### src/rtl/sdram_bank_rcd_timer.sv
// rtl/sdram_bank_rcd_timer.sv - per-bank tRCD timer with column-command grant
// Optional protocol checking enabled by defining RCD_CHECK_EN.
module sdram_bank_rcd_timer #(
    parameter int NUM_BANKS = 4,
    parameter int BA_W      = 2,
    parameter int RC_W      = 4
) (
    input  logic                 clk0,
    input  logic                 reset,
    input  logic                 act,
    input  logic [BA_W-1:0]      act_ba,
    input  logic [RC_W-1:0]      ras_cas,
    input  logic                 pre,
    input  logic [BA_W-1:0]      pre_ba,
    input  logic                 pre_all,
    input  logic                 rw_req,
    input  logic [BA_W-1:0]      rw_ba,
    output logic [NUM_BANKS-1:0] do_rw,
    output logic [NUM_BANKS-1:0] bank_open,
    output logic                 rw_gnt,
    output logic                 rcd_err
);

    typedef enum logic [1:0] {ST_IDLE, ST_WAIT, ST_OPEN} state_t;

    state_t                 state_q [NUM_BANKS];
    state_t                 state_d [NUM_BANKS];
    logic [RC_W-1:0]        cnt_q   [NUM_BANKS];
    logic [RC_W-1:0]        cnt_d   [NUM_BANKS];
    logic [NUM_BANKS-1:0]   do_rw_q, do_rw_d;
    logic                   rw_gnt_q, rw_gnt_d;
    logic [NUM_BANKS-1:0]   act_hit, pre_hit, rw_hit;
    logic [RC_W-1:0]        eff;
    logic                   rw_open;
    logic                   rw_closing;

    // A tRCD of zero is treated as one cycle so the bank always passes through WAIT.
    assign eff = (ras_cas == '0) ? RC_W'(1) : ras_cas;

    always_comb begin
        act_hit    = '0;
        pre_hit    = '0;
        rw_hit     = '0;
        bank_open  = '0;
        rw_open    = 1'b0;
        rw_closing = 1'b0;
        do_rw_d    = '0;
        for (int b = 0; b < NUM_BANKS; b++) begin
            act_hit[b]   = act    && (int'(act_ba) == b);
            pre_hit[b]   = pre    && (int'(pre_ba) == b);
            rw_hit[b]    = rw_req && (int'(rw_ba)  == b);
            bank_open[b] = (state_q[b] == ST_OPEN);
            if (rw_hit[b] && bank_open[b])
                rw_open = 1'b1;
            if (rw_hit[b] && (pre_hit[b] || pre_all))
                rw_closing = 1'b1;
        end

        for (int b = 0; b < NUM_BANKS; b++) begin
            state_d[b] = state_q[b];
            cnt_d[b]   = cnt_q[b];
            if (act_hit[b]) begin
                state_d[b] = ST_WAIT;
                cnt_d[b]   = eff - RC_W'(1);
            end else if ((pre_hit[b] || pre_all) && state_q[b] != ST_IDLE) begin
                state_d[b] = ST_IDLE;
                cnt_d[b]   = '0;
            end else if (state_q[b] == ST_WAIT) begin
                if (cnt_q[b] == '0) begin
                    state_d[b] = ST_OPEN;
                    do_rw_d[b] = 1'b1;
                end else begin
                    cnt_d[b] = cnt_q[b] - RC_W'(1);
                end
            end
        end

        // A bank closing on this edge cannot accept the column command.
        rw_gnt_d = rw_req && rw_open && !rw_closing && !rw_gnt_q;
    end

    always_ff @(posedge clk0) begin
        if (reset) begin
            for (int b = 0; b < NUM_BANKS; b++) begin
                state_q[b] <= ST_IDLE;
                cnt_q[b]   <= '0;
            end
            do_rw_q  <= '0;
            rw_gnt_q <= 1'b0;
        end else begin
            for (int b = 0; b < NUM_BANKS; b++) begin
                state_q[b] <= state_d[b];
                cnt_q[b]   <= cnt_d[b];
            end
            do_rw_q  <= do_rw_d;
            rw_gnt_q <= rw_gnt_d;
        end
    end

    assign do_rw  = do_rw_q;
    assign rw_gnt = rw_gnt_q;

`ifdef RCD_CHECK_EN
    logic rcd_err_q, rcd_err_d;

    always_comb begin
        rcd_err_d = 1'b0;
        if (act    && int'(act_ba) >= NUM_BANKS) rcd_err_d = 1'b1;
        if (pre    && int'(pre_ba) >= NUM_BANKS) rcd_err_d = 1'b1;
        if (rw_req && int'(rw_ba)  >= NUM_BANKS) rcd_err_d = 1'b1;
        for (int b = 0; b < NUM_BANKS; b++) begin
            if (act_hit[b] && state_q[b] != ST_IDLE) rcd_err_d = 1'b1;
            if (rw_hit[b]  && state_q[b] == ST_IDLE) rcd_err_d = 1'b1;
        end
    end

    always_ff @(posedge clk0) begin
        if (reset) rcd_err_q <= 1'b0;
        else       rcd_err_q <= rcd_err_d;
    end

    assign rcd_err = rcd_err_q;
`else
    assign rcd_err = 1'b0;
`endif

endmodule
### config.mk
export PLATFORM = sky130hd
export DESIGN_NAME = sdram_bank_rcd_timer
export DESIGN_NICKNAME = d
export VERILOG_FILES = /design/src/rtl/sdram_bank_rcd_timer.sv
export SDC_FILE = /design/constraint.sdc
export NUM_CORES = 1
export LEC_CHECK = 0
export CAP_MARGIN = 25
export CORE_MARGIN = 5
export CORE_UTILIZATION = 30
export CTS_BUF_LIST = sky130_fd_sc_hd__clkbuf_4 sky130_fd_sc_hd__clkbuf_8
export CTS_CLUSTER_DIAMETER = 120
export DETAILED_ROUTE_END_ITERATION = 8
export MAX_ROUTING_LAYER = met4
export PLACE_DENSITY = 0.49
export SLEW_MARGIN = 20
export SYNTH_ARGS = -nofsm -noshare
export SYNTH_HDL_FRONTEND = slang
export SYNTH_SLANG_ARGS = --single-unit
### constraint.sdc
create_clock -name clk0 -period 1.4 [get_ports clk0]
set_clock_uncertainty 0.1 [all_clocks]
set_input_delay 0.21 -clock clk0 [delete_from_list [all_inputs] [get_ports clk0]]
set_output_delay 0.21 -clock clk0 [all_outputs]
set_load 0.02 [all_outputs]
-- Word level (Yosys, flattened, before mapping)
Memories as Yosys holds them, arrays and structs flattened.
Index checks and enable logic that the tools add are counted.
- register bits after elaboration: 5
- memory bits (writable): 24
- output and inout bits: 10
- logic and storage cells: 146
- memories kept: 2
- $add $sub $neg: 5
- equal/unequal tests: 17
- mux-type cells: 56
- bitwise logic cells: 12
- reductions and logical operators: 49
- memories (name ; words ; bits a word ; read ports ; clocked after Yosys merged registers in ; write ports ; RTL line ; source):
    cnt_q ; 4 ; 4 ; 4 ; 0 ; 4 ; 28 ; logic [RC_W-1:0] cnt_q [NUM_BANKS];
    state_q ; 4 ; 2 ; 4 ; 0 ; 4 ; 26 ; state_t state_q [NUM_BANKS];
- operator list (kind ; count):
    4-bit two-way mux ; 21
    2-bit two-way mux ; 20
    1-bit logical AND ; 27
    2-bit == test (second input constant) ; 10
    4-bit zero test ; 5
    4-bit by 1-bit subtractor with 4-bit output (second input constant) ; 5
    4-bit OR reduction ; 4
    1-bit two-way mux ; 15
    2-bit by 1-bit == test with 1-bit output (second input constant) ; 7
    1-bit bitwise OR ; 8
    2-bit nonzero test ; 4
    2-bit zero test ; 3
    1-bit logical OR ; 4
    1-bit NOT ; 4
    1-bit zero test ; 2

-- Depth between registers and ports, before layout
- depth in word-level cells: 11
- depth in mapped cells: 7
- mapped depth without buffers: 7

-- Worst setup path after synthesis
Ideal clock, no wire load.
- kind: register -> register
- start point: memory cnt_q[0][0]
- end point: memory cnt_q[0][1]
- library setup time: 79 ps
- arrival: 1332 ps
- data required time: 1221 ps
- setup slack: -111 ps
- cell stages (with the launch flop): 7
- path buffers: 0
- period minus slack after synthesis: 1511 ps
- path through: dfxtp_1 > inv_1 > ha_1 > nor3b_1 > nor3b_2 > a21o_1 > a211oi_2
- RTL lines (element ; RTL line):
    start: declaration ; 28

==> impl_results.md <==
* Outcome: finished, violations left
* Failing checks: negative setup slack
* Worst skew pair latency at roughly 290 ps
* EDFF count, synth at 0
* Final setup fails at 15
* Die Span Y at roughly 90 um
* Commonest non-fill, non-tap cells in the layout: buf_4 (79), dfxtp_1 (16), a21oi_1 (13), dfxtp_2 (13)
* Sequential area share after synthesis at 0.3229
* Startpoint types: flop
* Synth Cell Area at ~1800 um2
* Ys Warns at 0
* Initial antenna violation count at 0
* Synth Flop Type: dfxtp_1
* Worst-path clk slew at around 70 ps
* RSZ-0062 raised after global routing: true
* MaxCap Viol Count at 0
* Hold_buf cts at 0
* Worst setup margin at -110.9 ps
* Drt first pass iters at 4
* Syn Nets at around 230
* Critical path cell sequence: inv_2, ha_4, nor3b_4, nor3b_4, buf_4, a21o_1, a211oi_2
* Final Util at 0.5432
* Nets at ~340
* Post-synth cell types at between 40 and 50
* Mean post-synth cell area at between 8 and 9 um2
* Largest net degree at the start of global routing at 21
* CTS buffer count at 5
* Tcrit/Tclk final at 1.079
* Share of post-route cells with drive strength above 1 at 0.5688
* Sink Count at 29
* Post-Layout Cell Count at 395
* VDD IR-drop max at 0.0004467 V
* Die area at roughly 7600 um2
* Initial Util at 0.3055
* Drt wl/cell at roughly 14 um
* CP endpoint kind: flop
* First-pass GRT wire length at between 9000 and 10000 um
* Syn Inst Count at approximately 210
* Power per cell area at 814.7 nW/um2
* Clk root buf: clkbuf_8
* # IOs at 26
* Final hold violations at 0
* GRT Residual Overflow at 0
* Max incr delay on CP at about 340 ps
* Port buffer count at 24
* Clock Tree Buf Depth at 2
* Yosys reg bits at 29
* DR vias at 1871
* CP required at 1470 ps
* CTS tree: yes
* Commonest non-fill, non-tap cell in the layout: buf_4
* Asr flop ratio synth at 0
* Diode count at 0
* WS Path Type: flop to flop
* DRT Wirelength at ~5400 um
* GPL Wtd Cong at a little under 0.8
* Area Growth Syn to Fin at 77.80%
* Fillers at 566
* DRC violations left at 0
* Via/cell ratio at 4.737
* GR Util All Layers at 0.1562
* Worst path arrival time at between 1500 and 2000 ps
* H-tree Lvls at 2
* Routed Antenna Nets at 0
* Die X at around 90 um
* DP Wirelength at around 3900 um
* FMAX at about 0.66 GHz
* Vias in the first global route at approximately 1900
* Slew Viols, Final at 0
* Pleak at 1.328 nW
* Dpl cells at 377
* Core area at approximately 5900 um2
* Final setup TNS at -994.7 ps
* Site Rows at 28
* Worst Path Max Fanout at 4
* Minimum clock period at between 1500 and 2000 ps
* Worst hold-check path type: input pin to flop
* CP most frequent cell: nor3b_4
* CP max-delay cell: dfxtp_2
* Initial DRC count at 23
-- path summary, 6_finish.rpt --
check / from / end / slack, ps / cells after the start
worst max register to register: cnt_q[1][1] / cnt_q[1][1] / -110 / 7
worst max-delay path: cnt_q[1][1] / cnt_q[1][1] / -110 / 7
worst min register to register: rw_gnt / rw_gnt / 430 / 3
worst min-delay path: ras_cas[3] / cnt_q[3][3] / 310 / 4
-- through the flow --
stage          cell area (um2)  power, mW  hold slack [ps]  setup slack, ps
6_report                  3197      2.604            308.8           -110.9
5_1_grt                   3197      2.764            343.2           -254.6
4_1_cts                   3068      2.583            360.8           -103.9
3_5_place_dp              2786      1.716            425.2           -643.3
3_3_place_gp              2786      1.711            428.1           -544.2
2_1_floorplan             1908      1.350            201.4           -36.85
-- logic make-up (layout without fill, tap and decap cells) --
logic type / after synthesis / in the layout / synth area share
AND/OR/NAND/NOR: 84 / 84 / 0.2972
AO/OA/AOI/OAI: 60 / 60 / 0.2331
flip-flops: 29 / 29 / 0.3229
buffers and inverters: 17 / 128 / 0.03827
adder cells (fa/ha/maj): 9 / 9 / 0.06263
XOR/XNOR: 9 / 9 / 0.04384
other: 1 / 1 / 0.002086
-- per-layer routing --
layer  track usage  vias up  routed length [um]
met5             -        -                   0
met4       0.04184        0                  59
met3       0.02554        5                 138
met2        0.2548       18                2700
met1        0.1994      862                2544
li1              -      986                   -
-- repair_timing --
| item | CTS | global route |
|---|---|---|
| setup endpoints to repair | 37 | 32 |
| setup buffers | 8 | 5 |
| resized for setup | 58 | 30 |
| hold endpoints to repair | 0 | 0 |
| pin swaps | 34 | 28 |
-- where the power goes --
part | internal, mW | total, mW | leakage [nW] | switching (mW)
registers | 0.879 | 0.927 | 0.242 | 0.0481
clock network | 0.444 | 0.802 | 0.0542 | 0.357
logic | 0.480 | 0.876 | 1.03 | 0.396
total | 1.80 | 2.60 | 1.33 | 0.801
-- Yosys cell counts (2+ instances only) --
library cell,instances,area (um2)
a21o_1,4,30.03
nand2b_1,5,31.28
o21ai_1,4,20.02
nand3_1,5,25.02
or2_2,3,18.77
nor2_1,12,45.04
nor3_1,17,85.08
nand2_1,5,18.77
o21ai_0,7,35.03
clkbuf_1,3,11.26
or3_1,2,12.51
o31ai_1,2,15.01
a31oi_1,2,12.51
xnor2_1,8,70.07
ha_1,9,112.6
o311ai_2,2,32.53
o32ai_1,2,17.52
nor3b_4,2,37.54
and2_1,2,12.51
inv_1,11,41.29
nor4_1,3,18.77
a31o_2,3,26.28
o21bai_1,4,30.03
a21oi_1,18,90.09
nor2b_1,5,31.28
nor3b_2,5,62.56
a211oi_1,4,30.03
nand3b_1,10,75.07
dfxtp_1,29,580.6
or2_1,3,18.77
-- state kept, by name (all words and copies together) (netlist names) --
register / flops
rw_gnt: 1
state_q: 8
do_rw: 4
cnt_q: 16
-- cell type report --
| cell class | instances | area (um2) | area share |
|---|---|---|---|
| clock buffers | 7 | 96.34 | 0.03014 |
| clock inverters | 1 | 5.005 | 0.001566 |
| inverters | 12 | 45.04 | 0.01409 |
| multi-input cells | 163 | 1501 | 0.4697 |
| flip-flops and latches | 29 | 596.8 | 0.1867 |
| well taps | 75 | 93.84 | 0.02935 |
| repair buffers | 108 | 858.3 | 0.2685 |
-- worst max-delay path: cells and delay by family (launching register included) --
family	cells	cell delay [ps]
adders and majority gates	1	140
buffers and inverters	2	220
AOI/OAI and AO/OA	2	160
and+or+nand+nor	2	430
DFF	1	340
(Power assumes the default switching activity.)
